===== src/rtl/posit_mac_acc_pkg.sv =====
// Shared constants, class codes and FSM state type for the posit dot-product accumulator.
package posit_mac_acc_pkg;

  // Default geometry of the block.
  localparam int unsigned WIDTH_DEF = 8;
  localparam int unsigned EXP_DEF   = 2;
  localparam int unsigned CARRY_DEF = 8;

  // Derived widths as functions so each module can evaluate them for its own parameters.
  function automatic int unsigned regi_w(input int unsigned width);
    return $clog2(width) + 1;
  endfunction

  function automatic int unsigned mts_w(input int unsigned width, input int unsigned exp);
    return width - 3 - exp;
  endfunction

  function automatic int unsigned bias_of(input int unsigned width, input int unsigned exp);
    return (1 << (exp + 1)) * (width - 2);
  endfunction

  function automatic int unsigned qw_of(input int unsigned width, input int unsigned exp,
                                        input int unsigned carry);
    return 2 * bias_of(width, exp) + 2 * mts_w(width, exp) + carry + 3;
  endfunction

  // Product position spans 0..2*BIAS-2.
  function automatic int unsigned pos_w(input int unsigned width, input int unsigned exp);
    return $clog2(2 * bias_of(width, exp));
  endfunction

  // Derived constants for the default geometry.
  localparam int unsigned REGI = regi_w(WIDTH_DEF);
  localparam int unsigned MTS  = mts_w(WIDTH_DEF, EXP_DEF);
  localparam int unsigned BIAS = bias_of(WIDTH_DEF, EXP_DEF);
  localparam int unsigned QW   = qw_of(WIDTH_DEF, EXP_DEF, CARRY_DEF);

  // Operand class codes.
  localparam logic [1:0] ZERO  = 2'b00;
  localparam logic [1:0] VALID = 2'b01;
  localparam logic [1:0] NAR   = 2'b10;

  typedef enum logic [1:0] {
    StIdle,
    StAccum,
    StDrain
  } state_e;

endpackage


===== src/rtl/posit_mul_align.sv =====
// Stage 1: multiplies the two mantissas and computes the fixed-point position of the product.
module posit_mul_align
  import posit_mac_acc_pkg::*;
#(
  parameter int unsigned WIDTH = 8,
  parameter int unsigned EXP   = 2,
  localparam int unsigned RegiW = regi_w(WIDTH),
  localparam int unsigned MtsW  = mts_w(WIDTH, EXP),
  localparam int unsigned Bias  = bias_of(WIDTH, EXP),
  localparam int unsigned ProdW = 2 * MtsW + 2,
  localparam int unsigned PosW  = pos_w(WIDTH, EXP)
) (
  input  logic             clk_i,
  input  logic             rstn,
  input  logic             en_i,
  input  logic             sign_s,
  input  logic             sign_l,
  input  logic [RegiW-1:0] regi_s,
  input  logic [RegiW-1:0] regi_l,
  input  logic [EXP-1:0]   exp_s,
  input  logic [EXP-1:0]   exp_l,
  input  logic [MtsW-1:0]  mts_s,
  input  logic [MtsW-1:0]  mts_l,
  input  logic [1:0]       vld_w,
  input  logic [1:0]       vld_d,
  output logic             vld_o,
  output logic             sign_o,
  output logic [ProdW-1:0] prod_o,
  output logic [PosW-1:0]  pos_o,
  output logic             zero_o,
  output logic             nar_o
);

  logic             vld_q;
  logic             sign_q, sign_d;
  logic [ProdW-1:0] prod_q, prod_d;
  logic [PosW-1:0]  pos_q, pos_d;
  logic             zero_q, zero_d;
  logic             nar_q, nar_d;
  int               pos_full;

  // Product, position and class decode of the incoming operand pair.
  always_comb begin
    sign_d   = sign_s ^ sign_l;
    prod_d   = ProdW'({1'b1, mts_s}) * ProdW'({1'b1, mts_l});
    pos_full = (int'($signed(regi_s)) + int'($signed(regi_l))) * (1 << EXP)
             + int'(exp_s) + int'(exp_l) + int'(Bias);
    pos_d    = PosW'(pos_full);
    nar_d    = (vld_w == NAR) || (vld_d == NAR);
    // NaR wins over zero so a NaR operand always poisons the result.
    zero_d   = !nar_d && ((vld_w == ZERO) || (vld_d == ZERO));
  end

  // Stage-1 register: data captured on a transfer, valid follows the transfer strobe.
  always_ff @(posedge clk_i or negedge rstn) begin
    if (!rstn) begin
      vld_q  <= 1'b0;
      sign_q <= 1'b0;
      prod_q <= '0;
      pos_q  <= '0;
      zero_q <= 1'b0;
      nar_q  <= 1'b0;
    end else begin
      vld_q <= en_i;
      if (en_i) begin
        sign_q <= sign_d;
        prod_q <= prod_d;
        pos_q  <= pos_d;
        zero_q <= zero_d;
        nar_q  <= nar_d;
      end
    end
  end

  assign vld_o  = vld_q;
  assign sign_o = sign_q;
  assign prod_o = prod_q;
  assign pos_o  = pos_q;
  assign zero_o = zero_q;
  assign nar_o  = nar_q;

endmodule


===== src/rtl/posit_mac_acc.sv =====
// Posit dot-product engine: exact fixed-point (quire) accumulation of len_i decoded products.
module posit_mac_acc
  import posit_mac_acc_pkg::*;
#(
  parameter int unsigned WIDTH = 8,
  parameter int unsigned EXP   = 2,
  parameter int unsigned CARRY = 8,
  localparam int unsigned RegiW = regi_w(WIDTH),
  localparam int unsigned MtsW  = mts_w(WIDTH, EXP),
  localparam int unsigned Qw    = qw_of(WIDTH, EXP, CARRY),
  localparam int unsigned ProdW = 2 * MtsW + 2,
  localparam int unsigned PosW  = pos_w(WIDTH, EXP)
) (
  input  logic                  clk_i,
  input  logic                  rstn,
  input  logic                  start_i,
  input  logic [CARRY-1:0]      len_i,
  input  logic                  in_vld_i,
  output logic                  in_rdy_o,
  input  logic                  sign_s,
  input  logic                  sign_l,
  input  logic [RegiW-1:0]      regi_s,
  input  logic [RegiW-1:0]      regi_l,
  input  logic [EXP-1:0]        exp_s,
  input  logic [EXP-1:0]        exp_l,
  input  logic [MtsW-1:0]       mts_s,
  input  logic [MtsW-1:0]       mts_l,
  input  logic [1:0]            vld_w,
  input  logic [1:0]            vld_d,
  output logic                  busy_o,
  output logic                  done_o,
  output logic                  nar_o,
  output logic signed [Qw-1:0]  acc_o
);

  state_e           state_q, state_d;
  logic [CARRY-1:0] cnt_q, cnt_d;
  logic             drain_q, drain_d;
  logic             done_q, done_d;
  logic [Qw-1:0]    acc_q, acc_d;
  logic             nar_q, nar_d;
  logic [Qw-1:0]    term;
  logic             xfer;
  logic             clr;

  logic             s1_vld;
  logic             s1_sign;
  logic [ProdW-1:0] s1_prod;
  logic [PosW-1:0]  s1_pos;
  logic             s1_zero;
  logic             s1_nar;

  assign in_rdy_o = (state_q == StAccum);
  assign xfer     = in_vld_i && in_rdy_o;
  assign clr      = (state_q == StIdle) && start_i;

  posit_mul_align #(
    .WIDTH (WIDTH),
    .EXP   (EXP)
  ) u_mul_align (
    .clk_i  (clk_i),
    .rstn   (rstn),
    .en_i   (xfer),
    .sign_s (sign_s),
    .sign_l (sign_l),
    .regi_s (regi_s),
    .regi_l (regi_l),
    .exp_s  (exp_s),
    .exp_l  (exp_l),
    .mts_s  (mts_s),
    .mts_l  (mts_l),
    .vld_w  (vld_w),
    .vld_d  (vld_d),
    .vld_o  (s1_vld),
    .sign_o (s1_sign),
    .prod_o (s1_prod),
    .pos_o  (s1_pos),
    .zero_o (s1_zero),
    .nar_o  (s1_nar)
  );

  // Sequencer next state: counts transfers, then holds DRAIN two cycles to retire the pipeline.
  always_comb begin
    state_d = state_q;
    cnt_d   = cnt_q;
    drain_d = drain_q;
    done_d  = 1'b0;
    unique case (state_q)
      StIdle: begin
        if (start_i) begin
          if (len_i != '0) begin
            cnt_d   = len_i;
            state_d = StAccum;
          end else begin
            done_d = 1'b1;
          end
        end
      end
      StAccum: begin
        if (xfer) begin
          cnt_d = cnt_q - CARRY'(1);
          if (cnt_q == CARRY'(1)) begin
            state_d = StDrain;
            drain_d = 1'b0;
          end
        end
      end
      StDrain: begin
        if (drain_q) begin
          state_d = StIdle;
          drain_d = 1'b0;
          done_d  = 1'b1;
        end else begin
          drain_d = 1'b1;
        end
      end
      default: state_d = StIdle;
    endcase
  end

  // Sequencer state register.
  always_ff @(posedge clk_i or negedge rstn) begin
    if (!rstn) begin
      state_q <= StIdle;
      cnt_q   <= '0;
      drain_q <= 1'b0;
      done_q  <= 1'b0;
    end else begin
      state_q <= state_d;
      cnt_q   <= cnt_d;
      drain_q <= drain_d;
      done_q  <= done_d;
    end
  end

  // Stage 2: shift the product into place and add or subtract it exactly.
  always_comb begin
    acc_d = acc_q;
    nar_d = nar_q;
    term  = Qw'(s1_prod) << s1_pos;
    if (clr) begin
      acc_d = '0;
      nar_d = 1'b0;
    end else if (s1_vld) begin
      if (s1_nar) begin
        nar_d = 1'b1;
      end else if (!s1_zero) begin
        acc_d = s1_sign ? (acc_q - term) : (acc_q + term);
      end
    end
  end

  // Accumulator and sticky NaR flag.
  always_ff @(posedge clk_i or negedge rstn) begin
    if (!rstn) begin
      acc_q <= '0;
      nar_q <= 1'b0;
    end else begin
      acc_q <= acc_d;
      nar_q <= nar_d;
    end
  end

  assign busy_o = (state_q != StIdle);
  assign done_o = done_q;
  assign nar_o  = nar_q;
  assign acc_o  = nar_q ? '0 : $signed(acc_q);

endmodule


===== config.mk =====
export PLATFORM = sky130hd
export DESIGN_NAME = posit_mac_acc
export DESIGN_NICKNAME = d
export VERILOG_FILES = /design/src/rtl/posit_mac_acc_pkg.sv /design/src/rtl/posit_mul_align.sv /design/src/rtl/posit_mac_acc.sv
export SDC_FILE = /design/constraint.sdc
export NUM_CORES = 1
export LEC_CHECK = 0
export ABC_AREA = 1
export ABC_CLOCK_PERIOD_IN_PS = 6890
export BUFFER_PORTS_ARGS = -buffer_cell sky130_fd_sc_hd__clkbuf_2
export CELL_PAD_IN_SITES_DETAIL_PLACEMENT = 0
export CELL_PAD_IN_SITES_GLOBAL_PLACEMENT = 1
export CORE_MARGIN = 1
export CORE_UTILIZATION = 25
export CTS_BUF_LIST = sky130_fd_sc_hd__clkbuf_8 sky130_fd_sc_hd__clkbuf_16
export CTS_CLUSTER_DIAMETER = 30
export DETAILED_ROUTE_END_ITERATION = 6
export PLACE_DENSITY_LB_ADDON = 0.1
export SYNTH_ARGS = -nofsm -noshare
export SYNTH_HDL_FRONTEND = slang
export SYNTH_SLANG_ARGS = --single-unit

===== constraint.sdc =====
create_clock -name clk_i -period 6.89 [get_ports clk_i]
set_input_delay 0.3445 -clock clk_i [delete_from_list [all_inputs] [get_ports clk_i]]
set_output_delay 0.3445 -clock clk_i [all_outputs]
set_load 0.02 [all_outputs]

Word level (Yosys, flattened, before mapping)
Index checks and enable logic that the tools add are counted.
{"block": "word_totals", "word_cells": 81, "ff_bits": 145, "output_inout_bits": 117, "input_bits": 36}
{"block": "op_classes", "bitwise": 1, "mux": 27, "mul": 1, "add_sub_neg": 7, "reduce_logical": 20, "n_shift": 1, "n_eq_ne": 12}
{"operator": "two-way mux 113 bit", "n": 6}
{"operator": "adder 113 bit", "n": 1}
{"operator": "<< shifter 8 x 7 -> 113 bit", "n": 1}
{"operator": "subtractor 113 bit", "n": 1}
{"operator": "two-way mux 8 bit", "n": 3}
{"operator": "one-hot mux 8 bit (2 select lines)", "n": 1}
{"operator": "adder 7 x 3 -> 7 bit", "n": 2}
{"operator": "two-way mux 2 bit", "n": 5}
{"operator": "nonzero test 2 bit", "n": 5}
{"operator": "two-way mux 1 bit", "n": 9}
{"operator": "equality test 8 x 1 -> 1 bit (second input constant)", "n": 1}
{"operator": "multiplier 4 x 4 -> 8 bit", "n": 1}
{"operator": "inequality test 2 bit (second input constant)", "n": 4}
{"operator": "nonzero test 8 bit", "n": 1}
{"operator": "subtractor 8 x 1 -> 8 bit (second input constant)", "n": 1}
{"operator": "adder 7 bit (second input constant)", "n": 1}
{"operator": "equality test 2 bit (second input constant)", "n": 3}
{"operator": "logical NOT 2 bit", "n": 3}
{"operator": "inequality test 2 x 1 -> 1 bit (second input constant)", "n": 3}
{"operator": "one-hot mux 2 bit (3 select lines)", "n": 1}
{"operator": "AND reduction 3 bit", "n": 2}
{"operator": "adder 4 x 4 -> 5 bit", "n": 1}
{"operator": "AND reduction 5 bit", "n": 1}
{"operator": "one-hot mux 1 bit (2 select lines)", "n": 2}
{"operator": "other kinds (7)", "n": 10}

Logic depth before layout (Yosys ltp)
Gate-level depths: netlist of the first run.
{"block": "logic_depth", "ltp_word": 7, "ltp_mapped": 39, "mapped_depth_nobuf": 38}

Cells and area by module
A second synthesis of the first run with hierarchy kept.
{"block": "hier_totals", "cells_unflattened": 3932, "area_unflattened_um2": 22606.7}
{"mod": "posit_mac_acc", "area_per_inst_um2": 21159.0, "cells_per_inst": 3748, "instances": 1, "seq_area_each_um2": 3153.0}
{"mod": "posit_mul_align", "area_per_inst_um2": 1447.6, "cells_per_inst": 184, "instances": 1, "seq_area_each_um2": 475.5}

Worst setup path before layout of the first run
OpenSTA, ideal clock, no wires.
{"block": "synth_timing", "path_type": "register to register", "startpoint": "register u_mul_align.pos_q[2] (netlist: u_mul_align.pos_o[2])", "endpoint": "register acc_q[109]", "setup_ps": 122, "path_stages_with_launch": 34, "path_buffers": 2, "period_less_slack_ps": 4172, "slack_ps": 2718, "arrival_ps": 4049, "required_ps": 6768, "path_cell_list": "dfrtp_1 > buf_6 > inv_4 > buf_2 > nand2_1 > nor2_1 > nand2_1 > nor3_2 > inv_1 > ha_1 > nand3_2 > nor2_4 > nand3_4 > nor2_8 > nand3_4 > nor3_4 > nand2_1 > nand2_1 > xor2_1 > inv_1 > ha_1 > nand2_1 > nor2_1 > inv_1 > nor2_1 > inv_1 > nor4_1 > nand3_1 > nand3_1 > nand2_1 > o211ai_1 > nand2_1 > a21oi_1 > o21ai_1"}
{"block": "synth_via", "elab_chain_len": 7, "elab_cells_between_ends": 8, "classes_between": "2 x add/sub; 1 x shift; 5 x mux"}
{"item": "start, declared", "line_no": "posit_mul_align.sv:37", "rtl": "logic [PosW-1:0] pos_q, pos_d;"}
{"item": "start signal, assigned", "line_no": "posit_mul_align.sv:68", "rtl": "pos_q <= pos_d;"}
{"item": "<< shifter 8 x 7 -> 113 bit (*)", "line_no": "posit_mac_acc.sv:140", "rtl": "term = Qw'(s1_prod) << s1_pos;"}
{"item": "adder 113 bit / subtractor 113 bit (equally long branches)", "line_no": "posit_mac_acc.sv:148", "rtl": "acc_d = s1_sign ? (acc_q - term) : (acc_q + term);"}
{"item": "two-way mux 113 bit (*)", "line_no": "posit_mac_acc.sv:148"}
{"item": "two-way mux 113 bit (*)", "line_no": "posit_mac_acc.sv:147", "rtl": "end else if (!s1_zero) begin"}
{"item": "two-way mux 113 bit (*)", "line_no": "posit_mac_acc.sv:145", "rtl": "if (s1_nar) begin"}
{"item": "two-way mux 113 bit (*)", "line_no": "posit_mac_acc.sv:144", "rtl": "end else if (s1_vld) begin"}
{"item": "two-way mux 113 bit (*)", "line_no": "posit_mac_acc.sv:141", "rtl": "if (clr) begin"}
{"item": "end signal, assigned", "line_no": "posit_mac_acc.sv:156", "rtl": "acc_q <= '0;"}
{"item": "end signal, assigned", "line_no": "posit_mac_acc.sv:159", "rtl": "acc_q <= acc_d;"}
{"item": "end, declared", "line_no": "posit_mac_acc.sv:40", "rtl": "logic [Qw-1:0] acc_q, acc_d;"}
Every way passes the cells marked *; elsewhere a longest branch is shown, timed or not. The select of a mux whose other input is x is not followed.
A chain may end at the register's enable or synchronous reset.

Worst setup path after layout of the first run
{"block": "layout_timing", "startpoint": "register u_mul_align.pos_q[5] (netlist: u_mul_align.pos_o[5])", "endpoint": "register acc_q[106]"}
Same word-level chain as after synthesis.

==> results of run 1 <==
[state kept, by name, summed over array words and instances (netlist names)]
name and flops:
done_o 1, u_mul_align.nar_o 1, u_mul_align.prod_o 8, nar_o 1
u_mul_align.sign_o 1, drain_q 1, u_mul_align.vld_o 1, state_q 2
cnt_q 8, acc_q 113, u_mul_align.zero_o 1, u_mul_align.pos_o 7
[cell usage after synthesis (4+ instances only)]
master                     count  area, µm²
sky130_fd_sc_hd__inv_2        18       67.6
sky130_fd_sc_hd__o21ai_0     306       1530
sky130_fd_sc_hd__buf_1        13       48.8
sky130_fd_sc_hd__clkbuf_1     51        191
sky130_fd_sc_hd__or2_2         5       31.3
sky130_fd_sc_hd__nand3_4       5       87.6
sky130_fd_sc_hd__nor2_2       17        106
sky130_fd_sc_hd__nand3_2      39        390
sky130_fd_sc_hd__o211ai_1     10       75.1
sky130_fd_sc_hd__buf_4         4       30.0
sky130_fd_sc_hd__and3_1        9       56.3
sky130_fd_sc_hd__a221oi_1      5       43.8
sky130_fd_sc_hd__nand3b_1      5       37.5
sky130_fd_sc_hd__nor4_1       12       75.1
sky130_fd_sc_hd__buf_6         4       45.0
sky130_fd_sc_hd__a21o_1       14        105
sky130_fd_sc_hd__inv_1       610       2290
sky130_fd_sc_hd__o21ai_1      18       90.1
sky130_fd_sc_hd__nand3_1     198        991
sky130_fd_sc_hd__o21a_1       16        120
sky130_fd_sc_hd__and2_4        4       35.0
sky130_fd_sc_hd__fa_1          8        160
sky130_fd_sc_hd__nand2_1     779       2920
sky130_fd_sc_hd__nand2_2      27        169
sky130_fd_sc_hd__nand4_1      68        425
sky130_fd_sc_hd__xor2_1       66        578
sky130_fd_sc_hd__nor3_2        4       40.0
sky130_fd_sc_hd__nand4_2       5       62.6
sky130_fd_sc_hd__and2_1        6       37.5
sky130_fd_sc_hd__o21bai_1     18        135
sky130_fd_sc_hd__a31oi_1      14       87.6
sky130_fd_sc_hd__dfrtp_1     145       3630
sky130_fd_sc_hd__a21boi_0     17        128
sky130_fd_sc_hd__buf_2        23        115
sky130_fd_sc_hd__ha_1        132       1650
sky130_fd_sc_hd__a21oi_1     299       1500
sky130_fd_sc_hd__nor3_1       42        210
sky130_fd_sc_hd__nor2_1      648       2430
sky130_fd_sc_hd__xnor2_1      37        324
sky130_fd_sc_hd__nor2_4        5       56.3
sky130_fd_sc_hd__o22ai_1      51        319
[stage by stage]
step	hold WS [ns]	worst slack, ns	std cells
floorplan	0.0489	2.72	3783
global placement	0.324	0.506	5059
detailed placement	0.332	0.505	5059
CTS	0.0434	0.477	5092
global route	0.0747	0.0219	5093
finish	0.0864	0.380	5093
[layer usage]
metal / GRT usage, % / part of all wire [%] / vias up
li1: - / - / 12600
met1: 35.7 / 47 / 11900
met2: 43.0 / 46 / 632
met3: 3.47 / 4.6 / 104
met4: 7.32 / 2.3 / 0
met5: 0 / 0 / -
[worst register-to-register path: cells and delay by family, from the launching register on]
kind,cells,cell delay (ns)
AO/OA/AOI/OAI,8,1.71
adder cells (fa/ha/maj),1,0.32
AND/OR/NAND/NOR,12,2.09
flip-flops,1,0.69
buffers and inverters,7,1.56
[final timing paths]
check,start,to,slack (ns)
max,u_mul_align.pos_o[5],acc_q[106],0.38
min,start_i,state_q[0],0.09
max reg2reg,u_mul_align.pos_o[5],acc_q[106],0.38
min reg2reg,acc_q[112],acc_q[112],0.49
max in group asynchronous,rstn,acc_q[81],5.30
min in group asynchronous,rstn,acc_q[28],0.30
[kinds of logic after synthesis]
family	synth area share, %
compound gates	19.6
xor+xnor	4.16
simple gates	38.1
fa+ha+maj	8.36
flops	16.7
mux	0.0462
buf+inv	13.0
[layout make-up]
type / instances / area (µm²)
antenna: 1 / 2.50
clock buffer: 19 / 453
inverter: 633 / 2380
clock inverter: 13 / 173
sequential: 145 / 3630
timing repair buffer: 228 / 1350
fill: 10000 / 60900
tap: 1144 / 1430
multi-input combinational: 2910 / 15300
[timing repair]
action                    CTS  global route
hold endpoints to repair   42             0
buffers inserted            0             0
hold buffers                1             0
==> results.txt, run 1 <==
The run finished with clean final reports. The H-tree was split into 4 levels. The share of post-route cells with drive strength above 1 came out at between 10% and 20%.

The count of input and output buffers is 152. The initialized floorplan defines 107 standard-cell rows. The detailed placer's ending HPWL is about 98 mm. The count of endpoints failing setup in the final report is 0. The via count of the first global-routing pass is 24400. The number of vias per cell came out at 4.94. The mapped netlist covers ~22000 µm². The TritonCTS buffer count came out at 17. The final max-slew violation count came out at 0. A synthesized cell averages 5.73 µm². The slew at the pin with the worst max-slew slack is ~1.1 ns. The arrival time at the worst endpoint came out at 6.89 ns. The wire length per cell came out at approximately 23 µm. The floorplan die width came out at between 200 and 300 µm. The wire length of the first global-routing pass came out at 166 mm.

STA classifies the critical path endpoint as a register. Clock latency on the worst-skew pair, taken at its later pin, is around 0.55 ns. The initial utilization of the core area, before any placement, comes to 25.3%. The count of nets left with antenna violations after detail routing is 0.

The number of instances resized during post-cts repair came out at 0. The maximum clock frequency came out at 154 MHz. The TritonCTS clock tree is yes. The count of boundary I/O pins is 153. Clock tree synthesis selected as its root buffer the cell sky130_fd_sc_hd__clkbuf_16. Setup repair after global routing left no endpoint under its margin. The global placement routability congestion is 0.981. The max capacitance violation total came out at 0.

The summed area of non-filler cells in the final layout is 24700 µm². The detailed router placed 25200 vias in this run. The cell depth of the worst hold path came out at 3.

The cell family contributing the most delay on the critical path is simple AND/OR/NAND/NOR gates. On the worst path, the slowest cell contributes a delay of a little under 0.7 ns. The share of synthesized area occupied by flip-flops and latches came out at roughly 17%.

The utilization after layout is 28.8%. The library cell used most frequently in the layout, excluding fill and tap cells, is sky130_fd_sc_hd__nand2_1. Summed over all layers, the global routing overflow is 0. Compared with the post-synthesis result, the final layout area differs by 13.9%. The path length in cells of the critical path came out at 28. The pre-antenna-repair detailed-routing pass consisted of 6 iterations. The maximum clock skew at final layout came out at 0.0274 ns. The number of synthesized flops with an enable pin came out at 0.

STA classifies the critical path startpoint as a register. The overall die area is 87900 µm². The remaining max-slew budget at the tightest pin came out at 28.1%. The top cell types in the final layout, fill and taps aside, are sky130_fd_sc_hd__nand2_1, sky130_fd_sc_hd__nor2_1, sky130_fd_sc_hd__inv_1. The synthesized netlist cell count is 3783. The number of buffers and inverters on the critical path is 7. Global routing used roughly a quarter of the available tracks across all layers.

The number of register bits inferred by synthesis is roughly 150. The number of nets in the finished design came out at about 4100. The largest fanout on the critical path came out at 41. Summing all placed instances gives a cell area of roughly 24000 µm². The share of flip-flops with an asynchronous set or reset is 100%. The time the final worst path needs with I/O delays and setup is 6.51 ns. The critical path is of the register to register type.

The total negative slack for setup checks is 0 ns. The count of final hold-check violations came to 0. The depth of the worst register-to-register path came out at 28. The worst hold path belongs to the class primary input to register.

After layout, the worst path uses 94.5% of the clock period. The die is 296 µm tall. In the synthesized netlist the dominant register cell turns out to be sky130_fd_sc_hd__dfrtp_1.

The post-detailed-route DRC marker count came out at 0. The largest individual stage delay along the critical path comes from the cell sky130_fd_sc_hd__dfrtp_1. The post-synth net total came out at 3959. The maximum number of pins on one net before global-route repair came out at 68. The initial antenna violation count was 1. The wire length after detailed routing is 115 mm.

The deepest clock path buffer count came out at 2. The required time reported for the critical path endpoint is ~7.3 ns. The number of design-rule violations left by the first detailed-router iteration came out at between 1500 and 2000. The number of distinct library cells after synthesis is between 50 and 60. The clock-pin slew of the registers on the worst-case setup and hold paths is 0.07 ns. The core region is 85500 µm². The count of clock tree sinks is 145.

Yosys printed 0 warnings.
Power of run 1 is left out: the tool's default activity adds up to more than one toggle a clock period on the data nets, which glitch-free logic cannot reach.
==> run 2: changes to the inputs <==
- CORE_UTILIZATION: 25 -> 47
==> run 2 against run 1 <==
  * The flow now finishes with violations (DRC)
  * Via count grew 4.8%
  * Worst hold slack gained 0.034 ns
  * Count of clock-buffer cells in the layout did not move
  * Largest cell class unchanged
  * Highest routed layer is now met5
==> results.txt, run 2 (synthesized netlist as in run 1, its figures left out) <==
The floorplan die width was 217 µm (-27%). The length of routed met3 wiring came to 9.91 mm (+87%). The slowest cell on the critical path is sky130_fd_sc_hd__dfrtp_2. The wire length after detailed routing came out at 97.8 mm (-15%).

The starting density of the core is 47.7% (+22 points). The number of buffers and inverters on the critical path is 1 (-6). The number of placement rows came out at 78 (-27%).

The delay contributed by the slowest stage of the critical path is 0.53 ns (-0.16 ns). The count of clock tree sinks was 145 (unchanged). The number of nets in the finished design is 4080 (-0.75%).

The global-route congestion overflow total is 0 (unchanged). Relative to the synthesized area, the layout overhead comes to 9.74%. The startpoint type of the worst setup path is a register.

The number of vias per cell came out at 5.85 (+18%). The wire length per cell is 21.6 µm (-4.2%). The initial antenna violation count was 1 (unchanged).

The count of boundary I/O pins is 153 (unchanged). The maximum number of pins on one net before global-route repair is 83 (+22%). The clock tree root driver cell is sky130_fd_sc_hd__clkbuf_16.

The count of input and output buffers came to 152 (unchanged). The most common cell after layout, fill and taps aside is sky130_fd_sc_hd__nand2_1. The max capacitance violation total is 0 (unchanged).

The count of endpoints failing setup in the final report is 0 (unchanged). The run finished, with violations left. The number of levels in the clock H-tree came out at 4 (unchanged).

The final max-slew violation count came out at 0 (unchanged). The detailed-routing iteration count for the pre-antenna-repair pass came out at 7 (+1). The global placement routability congestion is 1.10 (+12%). The time the final worst path needs with I/O delays and setup came to 6.69 ns (+0.181 ns). In this run the worst hold path is classified as primary input to register.

The highest metal layer used by the detailed router is met5. The share of the cycle needed by the critical path after routing came out at 97.1% (+2.6 points). The total negative slack for setup checks is 0 ns (unchanged). TritonCTS built the clock tree. The count of nets left with antenna violations after detail routing is 0 (unchanged). The length of routed wiring on met1 came out at 41.3 mm (-23%). The wire length of the first global-routing pass came to 145 mm (-13%).

Ranked by flip-flop count, first place goes to acc_q. The overall die height came out at 217 µm (-27%). The routed via count is 26400 (+4.8%). The flip-flop count of the largest register, all copies and words added is 113 (unchanged).

The via count of the first global-routing pass came to 24200 (-0.87%). The remaining max-slew budget at the tightest pin is 28.9% (+0.83 points). The largest fanout on the critical path came out at 14 (-66%). The setup fix buffers added after clock tree synthesis came to 0 (unchanged). The post-detailed-route DRC marker count is 31 (+31). The most frequent cell on the critical path is sky130_fd_sc_hd__nand2_1. The total global-route track usage came out at 41.3% (+15 points).

The number of antenna diodes came out at 0 (-1). Setup repair after global routing left no endpoint under its margin. The core box area came to 45500 µm² (-47%). The TritonCTS buffer count came out at 17 (unchanged). The checks that failed: DRC.

The overall die area is 47000 µm² (-47%). The number of design-rule violations left by the first detailed-router iteration came to 3377 (+91%). The cell family contributing the most delay on the critical path is simple AND/OR/NAND/NOR gates. The clock-pin slew of the registers on the worst-case setup and hold paths is 0.08 ns (about the same). The arrival time at the worst endpoint was 7.05 ns (+0.16 ns). The share of post-route cells with drive strength above 1 is 9.57% (-0.61 points). The sort of element at the end of the critical path is a register. The slew at the pin with the worst max-slew slack is 1.07 ns (-0.0113 ns). The top cell types in the final layout, fill and taps aside, are sky130_fd_sc_hd__nand2_1, sky130_fd_sc_hd__nor2_1, sky130_fd_sc_hd__inv_1. The maximum clock skew at final layout is 0.0205 ns (-0.00695 ns). By startpoint and endpoint, the worst setup path is classified as register to register. The count of final hold-check violations is 0 (unchanged). The detailed placer's ending HPWL is 81.2 mm (-17%).

The maximum clock frequency came to 149 MHz (-2.7%). The wire length on met2 is 41.1 mm (-23%). The clock latency on the worst-skew pair was 0.51 ns (-0.04 ns). The deepest clock path buffer count was 2 (unchanged).

The required time reported for the critical path endpoint is 7.25 ns (-0.02 ns).
-- run 2: final timing paths --
path                                            from         end  slack (ns)  depth (start not counted)
min in group asynchronous                       rstn   acc_q[27]        0.35                          2
worst min-delay path                         start_i  state_q[0]        0.12                          3
worst min register to register               drain_q     drain_q        0.51                          2
max in group asynchronous                       rstn       nar_o        5.39                          3
worst max-delay path            u_mul_align.pos_o[1]   acc_q[97]        0.20                         28
worst max register to register  u_mul_align.pos_o[1]   acc_q[97]        0.20                         28
-- run 2: through the flow --
step | hold slack, ns | setup slack (ns) | utilization, % | instance area, µm² | std cells
global placement | 0.318 | 0.442 | 50.9 | 23100 | 4484
finish | 0.120 | 0.199 | 52.3 | 23800 | 4517
CTS | 0.106 | 0.386 | 52.3 | 23800 | 4517
detailed placement | 0.330 | 0.400 | 50.9 | 23100 | 4484
global route | 0.135 | 0.0957 | 52.3 | 23800 | 4517
floorplan | 0.0489 | 2.72 | - | 21700 | 3783
-- run 2: layer usage --
layer	up-vias	GRT usage, %
met5	-	0
met4	2	21.0
met3	245	7.30
met2	1475	62.4
met1	12200	56.4
li1	12500	-
-- run 2: layout make-up --
cell class / count / area [µm²]
multi-input combinational: 2910 / 15300
clock buffer: 19 / 453
timing repair buffer: 197 / 1120
sequential: 145 / 3630
fill: 4985 / 21700
inverter: 633 / 2380
tap: 600 / 751
clock inverter: 13 / 183
-- run 2: worst min-delay path: stages --
cell and delay, ns:
sky130_fd_sc_hd__clkbuf_2 0.09, sky130_fd_sc_hd__a41oi_1 0.10, sky130_fd_sc_hd__inv_1 0.05
-- run 2: timing repair --
action                                  CTS  global route
resized for setup                         0             3
endpoints found under the setup margin    0             8
hold buffers                              1             0
hold endpoints to repair                 43             0
Power of run 2 is left out for the same reason.
